==> src/rtl/bram2rgb_if.sv <==
// bram2rgb_if: BRAM read port between the frame buffer and bram2rgb.
// master drives the read request; slave returns the {r,g,b} word.
interface bram2rgb_if #(
  parameter int ADDR_W = 17
);
  logic              rd_en;
  logic [ADDR_W-1:0] rd_addr;
  logic [23:0]       rd_data;

  modport master (
    output rd_en,
    output rd_addr,
    input  rd_data
  );

  modport slave (
    input  rd_en,
    input  rd_addr,
    output rd_data
  );
endinterface

==> src/rtl/bram2rgb.sv <==
// bram2rgb: display timing plus 2x upscaled BRAM fetch for rgb2dvi.
// Optional BRAM2RGB_TEST_PATTERN_EN adds i_pattern colour bars.
module bram2rgb #(
  parameter int H_ACTIVE = 640,
  parameter int H_FP     = 16,
  parameter int H_SYNC   = 96,
  parameter int H_BP     = 48,
  parameter int V_ACTIVE = 480,
  parameter int V_FP     = 10,
  parameter int V_SYNC   = 2,
  parameter int V_BP     = 33,
  parameter bit SYNC_POL = 1'b0,
  parameter int SHIFT    = 1,
  parameter int RD_LAT   = 1,
  parameter int ADDR_W   = 17
) (
  input  logic       pclk,
  input  logic       rstb,
  input  logic       en,
`ifdef BRAM2RGB_TEST_PATTERN_EN
  input  logic       i_pattern,
`endif
  bram2rgb_if.master bram,
  output logic       o_hsync,
  output logic       o_vsync,
  output logic       o_vde,
  output logic [7:0] rgb_r,
  output logic [7:0] rgb_g,
  output logic [7:0] rgb_b,
  output logic       start_frame
);

  localparam int H_TOTAL = H_ACTIVE + H_FP
                         + H_SYNC + H_BP;
  localparam int V_TOTAL = V_ACTIVE + V_FP
                         + V_SYNC + V_BP;
  localparam int HW    = $clog2(H_TOTAL);
  localparam int VW    = $clog2(V_TOTAL);
  localparam int SRC_W = H_ACTIVE >> SHIFT;
  localparam int MASK  = (1 << SHIFT) - 1;
  localparam int DEPTH = 1 + RD_LAT;

  localparam logic [HW-1:0] H_LAST =
    HW'(H_TOTAL - 1);
  localparam logic [VW-1:0] V_LAST =
    VW'(V_TOTAL - 1);
  localparam logic [HW-1:0] H_ACT =
    HW'(H_ACTIVE);
  localparam logic [VW-1:0] V_ACT =
    VW'(V_ACTIVE);
  localparam logic [HW-1:0] HS_ON =
    HW'(H_ACTIVE + H_FP);
  localparam logic [HW-1:0] HS_OFF =
    HW'(H_ACTIVE + H_FP + H_SYNC);
  localparam logic [VW-1:0] VS_ON =
    VW'(V_ACTIVE + V_FP);
  localparam logic [VW-1:0] VS_OFF =
    VW'(V_ACTIVE + V_FP + V_SYNC);
  localparam logic [VW-1:0] V_MASK =
    VW'(MASK);

  typedef enum logic {
    IDLE,
    RUN
  } state_t;

  typedef struct packed {
    logic        hs;
    logic        vs;
    logic        de;
    logic        sf;
    logic        pat;
    logic [23:0] bar;
  } tim_t;

  state_t            state_q, state_d;
  logic [HW-1:0]     h_cnt_q, h_cnt_d;
  logic [VW-1:0]     v_cnt_q, v_cnt_d;
  logic [ADDR_W-1:0] line_base_q, line_base_d;
  logic              rd_en_q, rd_en_d;
  logic [ADDR_W-1:0] rd_addr_q, rd_addr_d;
  tim_t              pipe_q [DEPTH];
  tim_t              pipe_d [DEPTH];

  logic        run;
  logic        act;
  logic        frame_end;
  logic        line_end;
  logic        pat_sel;
  logic [23:0] bar_rgb;
  logic [23:0] pix;
  tim_t        last;

`ifdef BRAM2RGB_TEST_PATTERN_EN
  logic [2:0] bar_idx;

  // Pick the colour bar under the current column.
  always_comb begin
    bar_idx = '0;
    for (int k = 1; k < 8; k++) begin
      if (h_cnt_q >= HW'(k * (H_ACTIVE / 8)))
        bar_idx = 3'(k);
    end
  end

  assign pat_sel = i_pattern;
  assign bar_rgb = {
    {8{~bar_idx[1]}},
    {8{~bar_idx[2]}},
    {8{~bar_idx[0]}}
  };
`else
  assign pat_sel = 1'b0;
  assign bar_rgb = 24'h0;
`endif

  assign run = (state_q == RUN);
  assign act = run
             && (h_cnt_q < H_ACT)
             && (v_cnt_q < V_ACT);
  assign frame_end = (h_cnt_q == H_LAST)
                   && (v_cnt_q == V_LAST);
  assign line_end = (h_cnt_q == H_ACT - 1'b1)
                  && (v_cnt_q < V_ACT)
                  && ((v_cnt_q & V_MASK) == V_MASK);

  // Run/idle control, raster counters, source line base.
  always_comb begin
    state_d     = state_q;
    h_cnt_d     = h_cnt_q;
    v_cnt_d     = v_cnt_q;
    line_base_d = line_base_q;
    unique case (state_q)
      IDLE: begin
        h_cnt_d     = '0;
        v_cnt_d     = '0;
        line_base_d = '0;
        if (en)
          state_d = RUN;
      end
      RUN: begin
        if (h_cnt_q == H_LAST) begin
          h_cnt_d = '0;
          if (v_cnt_q == V_LAST)
            v_cnt_d = '0;
          else
            v_cnt_d = v_cnt_q + 1'b1;
        end else begin
          h_cnt_d = h_cnt_q + 1'b1;
        end
        if (frame_end) begin
          line_base_d = '0;
          if (!en)
            state_d = IDLE;
        end else if (line_end) begin
          line_base_d = line_base_q
                      + ADDR_W'(SRC_W);
        end
      end
    endcase
  end

  // Read request and timing delay line.
  always_comb begin
    rd_en_d   = act && !pat_sel;
    rd_addr_d = '0;
    if (act)
      rd_addr_d = line_base_q
                + ADDR_W'(h_cnt_q >> SHIFT);
    pipe_d[0]     = '0;
    pipe_d[0].hs  = run
                  && (h_cnt_q >= HS_ON)
                  && (h_cnt_q < HS_OFF);
    pipe_d[0].vs  = run
                  && (v_cnt_q >= VS_ON)
                  && (v_cnt_q < VS_OFF);
    pipe_d[0].de  = act;
    pipe_d[0].sf  = run
                  && (h_cnt_q == '0)
                  && (v_cnt_q == '0);
    pipe_d[0].pat = pat_sel;
    pipe_d[0].bar = bar_rgb;
    for (int i = 1; i < DEPTH; i++)
      pipe_d[i] = pipe_q[i-1];
  end

  // State, counters and pipeline registers.
  always_ff @(posedge pclk or negedge rstb) begin
    if (!rstb) begin
      state_q     <= IDLE;
      h_cnt_q     <= '0;
      v_cnt_q     <= '0;
      line_base_q <= '0;
      rd_en_q     <= 1'b0;
      rd_addr_q   <= '0;
      for (int i = 0; i < DEPTH; i++)
        pipe_q[i] <= '0;
    end else begin
      state_q     <= state_d;
      h_cnt_q     <= h_cnt_d;
      v_cnt_q     <= v_cnt_d;
      line_base_q <= line_base_d;
      rd_en_q     <= rd_en_d;
      rd_addr_q   <= rd_addr_d;
      for (int i = 0; i < DEPTH; i++)
        pipe_q[i] <= pipe_d[i];
    end
  end

  assign last = pipe_q[DEPTH-1];
  assign pix  = last.pat ? last.bar
                         : bram.rd_data;

  assign bram.rd_en   = rd_en_q;
  assign bram.rd_addr = rd_addr_q;

  assign o_hsync     = last.hs ^ ~SYNC_POL;
  assign o_vsync     = last.vs ^ ~SYNC_POL;
  assign o_vde       = last.de;
  assign start_frame = last.sf;
  assign {rgb_r, rgb_g, rgb_b} =
    last.de ? pix : 24'h0;

endmodule

==> src/flat_wrapper.sv <==
// flat-port wrapper written by rule: the top's interface ports become plain ports
module bram2rgb_flat 
#(
  parameter int H_ACTIVE = 640,
  parameter int H_FP     = 16,
  parameter int H_SYNC   = 96,
  parameter int H_BP     = 48,
  parameter int V_ACTIVE = 480,
  parameter int V_FP     = 10,
  parameter int V_SYNC   = 2,
  parameter int V_BP     = 33,
  parameter bit SYNC_POL = 1'b0,
  parameter int SHIFT    = 1,
  parameter int RD_LAT   = 1,
  parameter int ADDR_W   = 17
)
  (pclk, rstb, en, o_hsync, o_vsync, o_vde, rgb_r, rgb_g, rgb_b, start_frame, bram_rd_en, bram_rd_addr, bram_rd_data);
  bram2rgb_if #(.ADDR_W(ADDR_W)) bram_i ();
  input  logic pclk;
  input  logic rstb;
  input  logic en;
  output logic o_hsync;
  output logic o_vsync;
  output logic o_vde;
  output logic [7:0] rgb_r;
  output logic [7:0] rgb_g;
  output logic [7:0] rgb_b;
  output logic start_frame;
  output wire logic [$bits(bram_i.rd_en)-1:0] bram_rd_en;
  output wire logic [$bits(bram_i.rd_addr)-1:0] bram_rd_addr;
  input wire logic [$bits(bram_i.rd_data)-1:0] bram_rd_data;
  assign bram_rd_en = bram_i.rd_en;
  assign bram_rd_addr = bram_i.rd_addr;
  assign bram_i.rd_data = bram_rd_data;
  bram2rgb #(.H_ACTIVE(H_ACTIVE), .H_FP(H_FP), .H_SYNC(H_SYNC), .H_BP(H_BP), .V_ACTIVE(V_ACTIVE), .V_FP(V_FP), .V_SYNC(V_SYNC), .V_BP(V_BP), .SYNC_POL(SYNC_POL), .SHIFT(SHIFT), .RD_LAT(RD_LAT), .ADDR_W(ADDR_W)) u_core (.pclk(pclk), .rstb(rstb), .en(en), .bram(bram_i), .o_hsync(o_hsync), .o_vsync(o_vsync), .o_vde(o_vde), .rgb_r(rgb_r), .rgb_g(rgb_g), .rgb_b(rgb_b), .start_frame(start_frame));
endmodule
==> config.mk <==
export PLATFORM = sky130hd
export DESIGN_NAME = bram2rgb_flat
export DESIGN_NICKNAME = d
export VERILOG_FILES = /design/src/rtl/bram2rgb_if.sv /design/src/rtl/bram2rgb.sv /design/src/flat_wrapper.sv
export SDC_FILE = /design/constraint.sdc
export NUM_CORES = 1
export LEC_CHECK = 0
export CORE_UTILIZATION = 53
export CTS_CLUSTER_DIAMETER = 60
export DETAILED_ROUTE_END_ITERATION = 12
export PLACE_DENSITY = 0.83
export SETUP_SLACK_MARGIN = 0.15
export SYNTH_ARGS = -nofsm -noshare
export SYNTH_HDL_FRONTEND = slang
export SYNTH_SLANG_ARGS = --single-unit
==> constraint.sdc <==
create_clock -name pclk -period 4.56 [get_ports pclk]
set_input_delay 1.14 -clock pclk [delete_from_list [all_inputs] [get_ports pclk]]
set_output_delay 1.14 -clock pclk [all_outputs]
set_load 0.02 [all_outputs]
# [Word level (Yosys, flattened, before mapping)]
# Cells that the tools add are included.
# Widths: inputs -> output; s select.
[word_totals] register_bits=63 latchBits=0 mem_bits_rw=0 romBits=0 out_inout_bits=46 word_cells=57 mem_count=0
[op_classes] addsub=4 multipliers=0 n_div=0 order_cmp=6 eq_ne=5 n_shift=0 mux=13 bitwise=3 reduce_logical=13
[ops] cell="$mux 17" count=3
[ops] cell="$pmux 10 s2" count=2
[ops] cell="$pmux 17 s2" count=1
[ops] cell="$eq 10x10->1 const B" count=3
[ops] cell="$mux 10" count=3
[ops] cell="$mux 24" count=1
[ops] cell="$add 10x1->10 const B" count=2
[ops] cell="$logic_not 10->1" count=2
[ops] cell="$lt 10x10->1 const B" count=2
[ops] cell="$lt 10x9->1 const B" count=2
[ops] cell="$add 17x9->17" count=1
[ops] cell="$add 17x9->17 const B" count=1
[ops] cell="$logic_and 1x1->1" count=11
[ops] cell="$ge 10x10->1 const B" count=1
[ops] cell="$ge 10x9->1 const B" count=1
[ops] cell="$ne 3x3->1 const B" count=1
[ops] cell="$not 1->1" count=3
[ops] cell="$mux 1" count=2
[ops] cell="$ne 2x2->1 const B" count=1
[ops] cell="$pmux 1 s2" count=1

# [Logic depth before layout (Yosys ltp)]
[depth] ltp_word=6 ltp_mapped=7

# [Worst setup path after synthesis]
# Ideal clock, no wire load.
[synth_path] kind="input -> output" startpoint="input port bram_rd_data[0]" endpoint="output port rgb_b[0]" arrival_ns=1.356 required_time_ns=3.420 setup_slack_ns=2.064 path_stages=1 path_buffers=0 path_cell_list="and2_1"
[synth_between] elab_chain_len=1
[synth_lines] item="start, declared" line="flat_wrapper.sv:31" rtl="input wire logic [$bits(bram_i.rd_data)-1:0] bram_rd_data;"
[synth_lines] item="$mux 24" line="bram2rgb.sv:222" rtl="last.de ? pix : 24'h0;"
[synth_lines] item="end, declared" line="flat_wrapper.sv:27" rtl="output logic [7:0] rgb_b;"
# No other way between the ends.

# [Worst setup path after layout]
[layout_path] startpoint="input port bram_rd_data[15]" endpoint="output port rgb_g[7]"
[layout_between] elab_chain_len=1
[layout_lines] item="$mux 24" line="bram2rgb.sv:222"
[layout_lines] item="end, declared" line="flat_wrapper.sv:26" rtl="output logic [7:0] rgb_g;"
# No other way between the ends.

==> results.sh <==
export IMPL_clk_pin_slew_ns=0.06
export IMPL_detail_route_antenna_nets=0
export IMPL_vias=2501
export IMPL_gp_congestion=0.867
export IMPL_syn_nets=330
export IMPL_seq_area_mm2=0.00143
export IMPL_netlist_instances=295
export IMPL_wl_per_cell_um=14.0
export IMPL_drt_wl_total_um=6150
export IMPL_stdcell_area_mm2=0.00385
export IMPL_min_path_type="reg -> reg"
export IMPL_r2r_end="u_core.v_cnt_q[0]"
export IMPL_h_tree_depth=3
export IMPL_finalPower_w=0.00107
export IMPL_cts_root_buffer="clkbuf_8"
export IMPL_mostFrequentLayoutCells="clkdlybuf4s50_1, dfrtp_1, and2_1"
export IMPL_port_buffers=72
export IMPL_cts_path_max_buffers=2
export IMPL_worstSkewPairLatency_ns=0.32
export IMPL_finalHoldViolCount=0
export IMPL_grt_usage_pct=22.3
export IMPL_cts_tree="yes"
export IMPL_syn_area_mm2=0.00289
export IMPL_status="complete, no violations"
export IMPL_critPathLaunch="bram_rd_data[15]"
export IMPL_firstDrtPassIters=4
export IMPL_worst_pin_slew_ns=1.00
export IMPL_place_area_mm2=0.00364
export IMPL_synthFlopType="dfrtp_1"
export IMPL_rsz0062_at_grt="no"
export IMPL_n_antenna_cell=0
export IMPL_syn_to_final_growth_pct=33.4
export IMPL_crit_required_ns=3.42
export IMPL_synthArstFlopShare_pct=100
export IMPL_grt_pass1_vias=2143
export IMPL_grt_first_pass_wirelength_um=9330
export IMPL_row_count=26
export IMPL_cp_data_arrival_time_ns=2.33
export IMPL_dp_hpwl_um=4350
export IMPL_r2r_slack_ns=1.80
export IMPL_fp_dieArea_mm2=0.00575
export IMPL_min_period_ns=3.47
export IMPL_period_share_pct=76.1
export IMPL_ys_seq_area_share_pct=49.4
export IMPL_hold_end="u_core.last[28]"
export IMPL_core_area_mm2=0.00517
export IMPL_setup_violations=0
export IMPL_static_leakage_power_nw=1.63
export IMPL_placed_cells=424
export IMPL_pwr_density_cell_mw_per_mm2=278
export IMPL_cts_sinks=57
export IMPL_finClkSkew_ns=0.00651
export IMPL_ir_drop_v=0.000322
export IMPL_criticalPathCategory="in -> out"
export IMPL_final_common_cell="clkdlybuf4s50_1"
export IMPL_drv_slew=0
export IMPL_cts_hold_buf=0
export IMPL_grt_max_degree=43
export IMPL_r2r_start="u_core.v_cnt_q[0]"
export IMPL_drc=0
export IMPL_grt_remaining_overflow=0
export IMPL_holdCritStartpoint="u_core.pipe_d[28]"
export IMPL_max_freq_mhz=288
export IMPL_endpoint_kind="output pin"
export IMPL_setup_tns_final_ns=0
export IMPL_crit_fanout=1
export IMPL_fin_nets=400
export IMPL_num_fill_cells=373
export IMPL_io_pins=73
export IMPL_final_instance_count_excl_fill=439
export IMPL_dieWidth_um=75.8
export IMPL_multiInputGateArea_mm2=0.00136
export IMPL_numCtsBuffers=9
export IMPL_max_cap_violations=0
export IMPL_routed_via_density=5.70
export IMPL_post_cts_buffers=0
export IMPL_synth_seq_cells=57
export IMPL_yosysUniqueCellTypes=35
export IMPL_ys_warn_count=0
export IMPL_ctsResizeCount=0
export IMPL_antenna_found_initial=0
export IMPL_slew_headroom_pct=32.8
export IMPL_rr_worst_depth=6
export IMPL_syn_area_per_cell_um2=9.78
export IMPL_hold_depth=0
export IMPL_layout_drive_gt1_share_pct=5.96
export IMPL_fp_dieH_um=75.8
export IMPL_start_util_pct=55.8
export IMPL_synth_edf_count=0
export IMPL_start_kind="primary input"
export IMPL_post_route_util_pct=74.5
export IMPL_drt_iter0_drc=198
## worst max-delay path, cell delays in order
cell and delay [ns]:
clkdlybuf4s50_1 0.46, and2_1 0.12, clkdlybuf4s50_1 0.60
## through the flow
stage	hold WS (ns)	setup slack, ns
2_1_floorplan	0.331	2.06
3_3_place_gp	0.335	1.09
3_5_place_dp	0.335	1.08
4_1_cts	0.349	1.08
5_1_grt	0.355	1.02
6_report	0.347	1.09
## synthesized netlist by cell type (2+ instances only)
library cell  instances  area (um2)
dfrtp_1              57        1430
and2_1               33         206
a21oi_1              25         125
nor2_1               16        60.1
nand2_1              14        52.6
clkbuf_1             13        48.8
o21ai_0              13        65.1
o31ai_1              13        97.6
or4_1                13        97.6
inv_1                12        45.0
nand3_1              12        60.1
xnor2_1              11        96.3
or3_1                 9        56.3
ha_1                  8         100
nand4_1               8        50.1
nor3_1                8        40.0
nand2b_1              3        18.8
nor4b_1               3        26.3
xor2_1                3        26.3
a21o_1                2        15.0
and3_1                2        12.5
nor4_1                2        12.5
o211ai_1              2        15.0
or2_2                 2        12.5
## kinds of logic after synthesis
group,count (synthesis),synth area share [%]
DFF,57,49.4
and+or+nand+nor,132,26.7
xor gates and xnor gates,14,4.25
buffers and inverters,26,3.64
AOI/OAI and AO/OA,58,12.5
adders and majority gates,8,3.47
## worst max path at each step
| stage | to | slack, ns |
|---|---|---|
| final | rgb_g[7] | 1.09 |
| after global routing | rgb_g[2] | 1.02 |
| after CTS | rgb_g[7] | 1.08 |
| after detailed placement | rgb_g[7] | 1.08 |
| after global placement | rgb_g[0] | 1.09 |
| after floorplan | rgb_b[0] | 2.06 |
## where the power goes
group          total (W)  switching (W)  internal [W]
Combinational  0.0000749      0.0000321     0.0000428
Clock           0.000490       0.000182      0.000308
Sequential      0.000506              0      0.000506
Total            0.00107       0.000215      0.000857
## state kept, by name, indices dropped and copies added, names as in the netlist
name and cells:
u_core.bram.rd_addr 17, u_core.bram.rd_en 1, u_core.h_cnt_q 10, u_core.last 2, u_core.line_base_q 11, u_core.o_vde 1
u_core.pipe_d 3, u_core.run 1, u_core.start_frame 1, u_core.v_cnt_q 10
## per-layer routing
metal | part of all wire (%) | global-route usage, % | up-vias
met2 | 48 | 37.4 | 104
met5 | 0 | 0 | -
met3 | 9.2 | 5.16 | 9
met1 | 41 | 26.3 | 1186
met4 | 1.5 | 12.6 | 0
li1 | - | - | 1202
## layout make-up
class	count	share of cell area, %
clock buffer	13	4.65
clock inverter	2	0.910
inverter	12	1.17
multi-input combinational	212	35.2
sequential	57	37.0
tap	70	2.27
timing repair buffer	73	18.8
(Power assumes the default switching activity.)
